==> src/rtl/servo_motion_ctrl_if.sv <==
// Command/status bundle between a motion command source and the servo motion sequencer.
`timescale 1ns/1ps
interface servo_motion_ctrl_if;
  logic       cmd_valid;
  logic [7:0] cmd_angle;
  logic       cmd_ready;
  logic       abort;
  logic [7:0] angle;
  logic       frame_tick;
  logic       busy;
  logic       done;

  modport master (
    output cmd_valid, cmd_angle, abort,
    input  cmd_ready, angle, frame_tick, busy, done
  );

  modport slave (
    input  cmd_valid, cmd_angle, abort,
    output cmd_ready, angle, frame_tick, busy, done
  );
endinterface

==> src/rtl/servo_motion_ctrl.sv <==
// Servo motion sequencer: accepts target angles, slews the commanded angle toward the
// target one step per FRAMES_PER_STEP servo frames, dwells HOLD_FRAMES frames, pulses done.
`timescale 1ns/1ps
module servo_motion_ctrl #(
  parameter int unsigned CLK_FREQ        = 5_000_000,
  parameter int unsigned SERVO_FREQ      = 50,
  parameter int unsigned ANGLE_MAX       = 180,
  parameter int unsigned INIT_ANGLE      = 90,
  parameter int unsigned STEP_DEG        = 2,
  parameter int unsigned FRAMES_PER_STEP = 1,
  parameter int unsigned HOLD_FRAMES     = 10
) (
  input  logic              clk,
  input  logic              rst,
  servo_motion_ctrl_if.slave bus
);
  localparam int unsigned MAX_COUNT = CLK_FREQ / SERVO_FREQ;
  localparam int unsigned TW = (MAX_COUNT > 2) ? $clog2(MAX_COUNT) : 1;
  localparam int unsigned SW = (FRAMES_PER_STEP > 1) ? $clog2(FRAMES_PER_STEP) : 1;
  localparam int unsigned HW = (HOLD_FRAMES > 1) ? $clog2(HOLD_FRAMES) : 1;

  localparam logic [TW-1:0] TIMER_LAST = TW'(MAX_COUNT - 1);
  localparam logic [TW-1:0] TIMER_PRE  = TW'(MAX_COUNT - 2);
  localparam logic [SW-1:0] STEP_LAST  = SW'(FRAMES_PER_STEP - 1);
  localparam logic [HW-1:0] HOLD_LAST  = (HOLD_FRAMES == 0) ? '0 : HW'(HOLD_FRAMES - 1);
  localparam logic [7:0]    AMAX       = 8'(ANGLE_MAX);
  localparam logic [7:0]    AINIT      = 8'(INIT_ANGLE);
  localparam logic [7:0]    STEP_U     = 8'(STEP_DEG);
  localparam logic signed [8:0] STEP_POS = 9'(STEP_DEG);
  localparam logic signed [8:0] STEP_NEG = -STEP_POS;

  typedef enum logic [1:0] {IDLE, MOVE, HOLD} state_t;

  state_t            state, state_d;
  logic [TW-1:0]     timer;
  logic              frame_tick_q;
  logic [7:0]        angle_q, angle_d;
  logic [7:0]        target_q, target_d;
  logic [SW-1:0]     step_cnt, step_d;
  logic [HW-1:0]     hold_cnt, hold_d;
  logic              cmd_ready_q, busy_q, done_q, done_d;
  logic [7:0]        cmd_clamped;
  logic signed [8:0] diff;
  logic [7:0]        step_angle;

  assign bus.cmd_ready  = cmd_ready_q;
  assign bus.angle      = angle_q;
  assign bus.frame_tick = frame_tick_q;
  assign bus.busy       = busy_q;
  assign bus.done       = done_q;

  // Free-running frame timer; the tick is registered one count early so it lines up
  // with the last clock of the frame.
  always_ff @(posedge clk or negedge rst) begin
    if (!rst) begin
      timer        <= '0;
      frame_tick_q <= 1'b0;
    end else begin
      timer        <= (timer == TIMER_LAST) ? '0 : timer + TW'(1);
      frame_tick_q <= (timer == TIMER_PRE);
    end
  end

  // Clamp of the incoming target and the next angle one slew step toward the target.
  always_comb begin
    cmd_clamped = (bus.cmd_angle > AMAX) ? AMAX : bus.cmd_angle;
    diff        = $signed({1'b0, target_q}) - $signed({1'b0, angle_q});
    if (diff > STEP_POS)
      step_angle = angle_q + STEP_U;
    else if (diff < STEP_NEG)
      step_angle = angle_q - STEP_U;
    else
      step_angle = target_q;
  end

  // Next-state logic: handshake in IDLE, stepping on frame ticks in MOVE, dwell in HOLD;
  // abort outranks a step or hold expiry in the same cycle.
  always_comb begin
    state_d  = state;
    angle_d  = angle_q;
    target_d = target_q;
    step_d   = step_cnt;
    hold_d   = hold_cnt;
    done_d   = 1'b0;
    case (state)
      IDLE: begin
        if (bus.cmd_valid && cmd_ready_q) begin
          target_d = cmd_clamped;
          step_d   = '0;
          hold_d   = '0;
          state_d  = (cmd_clamped != angle_q) ? MOVE : HOLD;
        end
      end
      MOVE: begin
        if (bus.abort) begin
          state_d = IDLE;
        end else if (frame_tick_q) begin
          if (step_cnt == STEP_LAST) begin
            step_d  = '0;
            angle_d = step_angle;
            if (step_angle == target_q) begin
              state_d = HOLD;
              hold_d  = '0;
            end
          end else begin
            step_d = step_cnt + SW'(1);
          end
        end
      end
      HOLD: begin
        if (bus.abort) begin
          state_d = IDLE;
        end else if (HOLD_FRAMES == 0) begin
          state_d = IDLE;
          done_d  = 1'b1;
        end else if (frame_tick_q) begin
          if (hold_cnt == HOLD_LAST) begin
            state_d = IDLE;
            done_d  = 1'b1;
          end else begin
            hold_d = hold_cnt + HW'(1);
          end
        end
      end
      default: state_d = IDLE;
    endcase
  end

  // State, datapath and registered status outputs derived from the next state.
  always_ff @(posedge clk or negedge rst) begin
    if (!rst) begin
      state       <= IDLE;
      angle_q     <= AINIT;
      target_q    <= AINIT;
      step_cnt    <= '0;
      hold_cnt    <= '0;
      cmd_ready_q <= 1'b1;
      busy_q      <= 1'b0;
      done_q      <= 1'b0;
    end else begin
      state       <= state_d;
      angle_q     <= angle_d;
      target_q    <= target_d;
      step_cnt    <= step_d;
      hold_cnt    <= hold_d;
      cmd_ready_q <= (state_d == IDLE);
      busy_q      <= (state_d != IDLE);
      done_q      <= done_d;
    end
  end
endmodule

==> src/flat_wrapper.sv <==
// flat-port wrapper written by rule: the top's interface ports become plain ports
module servo_motion_ctrl_flat 
#(
  parameter int unsigned CLK_FREQ        = 5_000_000,
  parameter int unsigned SERVO_FREQ      = 50,
  parameter int unsigned ANGLE_MAX       = 180,
  parameter int unsigned INIT_ANGLE      = 90,
  parameter int unsigned STEP_DEG        = 2,
  parameter int unsigned FRAMES_PER_STEP = 1,
  parameter int unsigned HOLD_FRAMES     = 10
)
  (clk, rst, bus_cmd_valid, bus_cmd_angle, bus_abort, bus_cmd_ready, bus_angle, bus_frame_tick, bus_busy, bus_done);
  servo_motion_ctrl_if bus_i ();
  input  logic clk;
  input  logic rst;
  input wire logic [$bits(bus_i.cmd_valid)-1:0] bus_cmd_valid;
  input wire logic [$bits(bus_i.cmd_angle)-1:0] bus_cmd_angle;
  input wire logic [$bits(bus_i.abort)-1:0] bus_abort;
  output wire logic [$bits(bus_i.cmd_ready)-1:0] bus_cmd_ready;
  output wire logic [$bits(bus_i.angle)-1:0] bus_angle;
  output wire logic [$bits(bus_i.frame_tick)-1:0] bus_frame_tick;
  output wire logic [$bits(bus_i.busy)-1:0] bus_busy;
  output wire logic [$bits(bus_i.done)-1:0] bus_done;
  assign bus_i.cmd_valid = bus_cmd_valid;
  assign bus_i.cmd_angle = bus_cmd_angle;
  assign bus_i.abort = bus_abort;
  assign bus_cmd_ready = bus_i.cmd_ready;
  assign bus_angle = bus_i.angle;
  assign bus_frame_tick = bus_i.frame_tick;
  assign bus_busy = bus_i.busy;
  assign bus_done = bus_i.done;
  servo_motion_ctrl #(.CLK_FREQ(CLK_FREQ), .SERVO_FREQ(SERVO_FREQ), .ANGLE_MAX(ANGLE_MAX), .INIT_ANGLE(INIT_ANGLE), .STEP_DEG(STEP_DEG), .FRAMES_PER_STEP(FRAMES_PER_STEP), .HOLD_FRAMES(HOLD_FRAMES)) u_core (.clk(clk), .rst(rst), .bus(bus_i));
endmodule
==> config.mk <==
export PLATFORM = sky130hd
export DESIGN_NAME = servo_motion_ctrl_flat
export DESIGN_NICKNAME = d
export VERILOG_FILES = /design/src/rtl/servo_motion_ctrl_if.sv /design/src/rtl/servo_motion_ctrl.sv /design/src/flat_wrapper.sv
export SDC_FILE = /design/constraint.sdc
export NUM_CORES = 1
export LEC_CHECK = 0
export CORE_UTILIZATION = 53
export CTS_CLUSTER_DIAMETER = 150
export DETAILED_ROUTE_END_ITERATION = 10
export MAX_ROUTING_LAYER = met4
export PLACE_DENSITY = 0.76
export SLEW_MARGIN = 10
export SYNTH_ARGS = -nofsm -noshare
export SYNTH_HDL_FRONTEND = slang
export SYNTH_SLANG_ARGS = --single-unit
export TNS_END_PERCENT = 1
==> constraint.sdc <==
create_clock -name clk -period 3.2 [get_ports clk]
set_input_delay 0.32 -clock clk [delete_from_list [all_inputs] [get_ports clk]]
set_output_delay 0.32 -clock clk [all_outputs]
set_load 0.1 [all_outputs]
==> results.cfg, run 1 <==
[sta]
report.final.slew_viol_count = 0
hold_violations = 0
fin_crit_ps = 3070
tightest_slew_ps = 963
layout_worst_path_cycle_share = 0.960
rsz0062_at_grt = yes
fin_skew_ps = 11.5
setup_viol = 0
max_freq_mhz = 325
slew_headroom = 0.356

[routing]
drt_iter0_markers = 226
dr.pass1.iters = 4
drtAntennaViolNets = 0
wl_per_cell_um = 15.9
drc = 0
vias = 2766
via_per_inst = 5.91
drt_wl_total_mm = 7.43

[yosys]
ys_seq_elements = 43
synthesis.area_sq_mm = 0.00310
avgSynthCellArea_sq_um = 8.51
synthFlopType = dfrtp_1
yosysWarnings = 0
synth.area.top_cells = dfrtp_1, dfstp_2, xnor2_1
syn_inst = 364
syn-num-nets = 391
synth_top_area_share = 0.275
yosys.area.top_type = dfrtp_1
async_reset_ff_frac = 1.00
yosysSeqAreaShare = 0.351
synth_edf_count = 0
synth_cell_types = 57

[floorplanning]
rows = 27
die_area_sq_mm = 0.00616
dieWidth_um = 78.5
pin_count = 24
core-area_sq_mm = 0.00557
start_util = 0.556
die_h_um = 78.5

[setup_path]
cp.required_ps = 3380
r2r_end = u_core.hold_cnt[0]
start_kind = flop
ff2ff_setup_slack_ps = 130
rr_worst_depth = 11
crit_arrival_ps = 3250
end_kind = flop
crit_type = flop to flop
worstPathMaxFanout = 11
r2r_start = u_core.bus.angle[4]

[global_routing]
grt.overflow.total = 0
grt_pass1_vias = 2640
grt_first_pass_wirelength_mm = 12.3
grt_max_degree = 44
track_usage = 0.264
antenna_found_initial = 0

[finish]
antenna_cells = 0
fillers = 485
syn_to_final_growth_pct = 17.0
post-route-util = 0.651
final_common_cell = nor2_1
final_cell_mix = nor2_1, nand2_1, dfrtp_1
drive_gt1_frac = 0.141
finalNetCount = 422

[cts]
hold_buffers = 0
clkSinkCount = 43
clk_path_buf_depth = 2
h-tree-depth = 2
cts_tree = yes
cts_buffers = 5
clock_latency_ps = 310
clk_pin_slew_worst_paths_ps = 90
ctsRootBufferMaster = clkbuf_8

[placed_design]
gp_congestion = 0.971
dp_hpwl_mm = 5.46
port-buffer-count = 23

[flow_run]
max_cap_violations = 0

[power]
p_per_area_mw_per_mm2 = 688
ir_drop_v = 0.000708
p_leak_nw = 1.54
total_power_w = 0.00249

[outcome]
status = finished clean

[hold_path]
min_path_type = primary input to async pin
-- area by class of cell --
| cell class | instances | area, sq um | share of cell area |
|---|---|---|---|
| flip-flops and latches | 43 | 1100 | 0.304 |
| clock inverters | 3 | 67.6 | 0.0186 |
| clock buffers | 5 | 68.8 | 0.0190 |
| multi-input cells | 286 | 1900 | 0.524 |
| well taps | 72 | 90.1 | 0.0248 |
| repair buffers | 38 | 320 | 0.0883 |
| inverters | 21 | 78.8 | 0.0217 |
-- what timing repair did --
item / CTS / global route
setup endpoints to repair: 0 / 9
resized for setup: 0 / 4
setup buffers: 0 / 4
-- cells by family (layout without fill, tap and decap cells) --
| logic type | count (synthesis) | in the layout | synth area share |
|---|---|---|---|
| and+or+nand+nor | 135 | 135 | 0.214 |
| DFF | 43 | 43 | 0.351 |
| xor gates and xnor gates | 38 | 38 | 0.107 |
| AOI/OAI and AO/OA | 91 | 91 | 0.197 |
| adders and majority gates | 15 | 15 | 0.0606 |
| buffers and inverters | 35 | 67 | 0.0472 |
| muxes | 7 | 7 | 0.0234 |
-- stage by stage --
stage,std cells,area [sq um],hold slack (ps),TNS [ps],worst slack [ps]
final,468,3630,148,0,127
after global routing,468,3630,246,-21.2,-14.5
after CTS,464,3590,188,0,67.0
after detailed placement,456,3450,477,0,84.0
after global placement,456,3450,472,0,129
after floorplan,364,3160,24.4,-9.64,-9.64
-- critical path, cell delays in order (launching register included) --
cell	delay (ps)
dfstp_4	690
inv_1	100
ha_4	310
o21a_1	140
nor2_1	40
a31oi_1	190
mux2_2	390
o31ai_4	270
buf_4	180
o22ai_1	100
a211oi_4	410
o21ai_1	130
-- layer usage --
| metal | global-route usage | wire [um] |
|---|---|---|
| met1 | 0.325 | 3290 |
| met2 | 0.439 | 3580 |
| met3 | 0.0419 | 408 |
| met4 | 0.0981 | 148 |
| met5 | - | 0 |
-- registers in the layout (all words and copies together), names as in the netlist --
signal and flops:
u_core.timer 17, u_core.state 2, u_core.hold_cnt 4, u_core.bus.angle 8, u_core.bus.frame_tick 1, u_core.bus.cmd_ready 1, u_core.bus.done 1, u_core.target_q 8
u_core.bus.busy 1
-- power by group --
part	internal, W	switching [W]	total (W)
clock	0.000311	0.000202	0.000513
sequential	0.000655	0.000120	0.000775
combinational	0.000511	0.000695	0.00121
-- cells in the mapped netlist, types with 7 or more instances --
master    instances
xor2_1           14
dfstp_2           9
xnor2_1          24
dfrtp_1          34
nand2_1          31
and3_1            8
clkbuf_1          7
a21oi_1          20
nor3_1            9
nand3_1          18
ha_1             15
inv_1            21
o21ai_0          25
a31oi_1           7
nand2b_1          9
nor2_1           35
-- worst max-delay path by stage --
stage,startpoint,end,slack [ps]
final,u_core.bus.angle[4],u_core.hold_cnt[0],130
after global routing,u_core.bus.angle[1],u_core.hold_cnt[0],-10
after CTS,u_core.bus.angle[3],u_core.hold_cnt[0],70
after detailed placement,u_core.bus.angle[1],u_core.hold_cnt[0],80
after global placement,u_core.bus.angle[2],u_core.hold_cnt[3],130
after floorplan,u_core.bus.angle[2],u_core.bus.angle[0],-10
(Power assumes the default switching activity.)
==> run 2, diff against run 1 <==
Settings changed: SLEW_MARGIN 10 to unset.
==> results of run 2 <==
No change in the layout: final DEF, timing and power equal those of run 1.
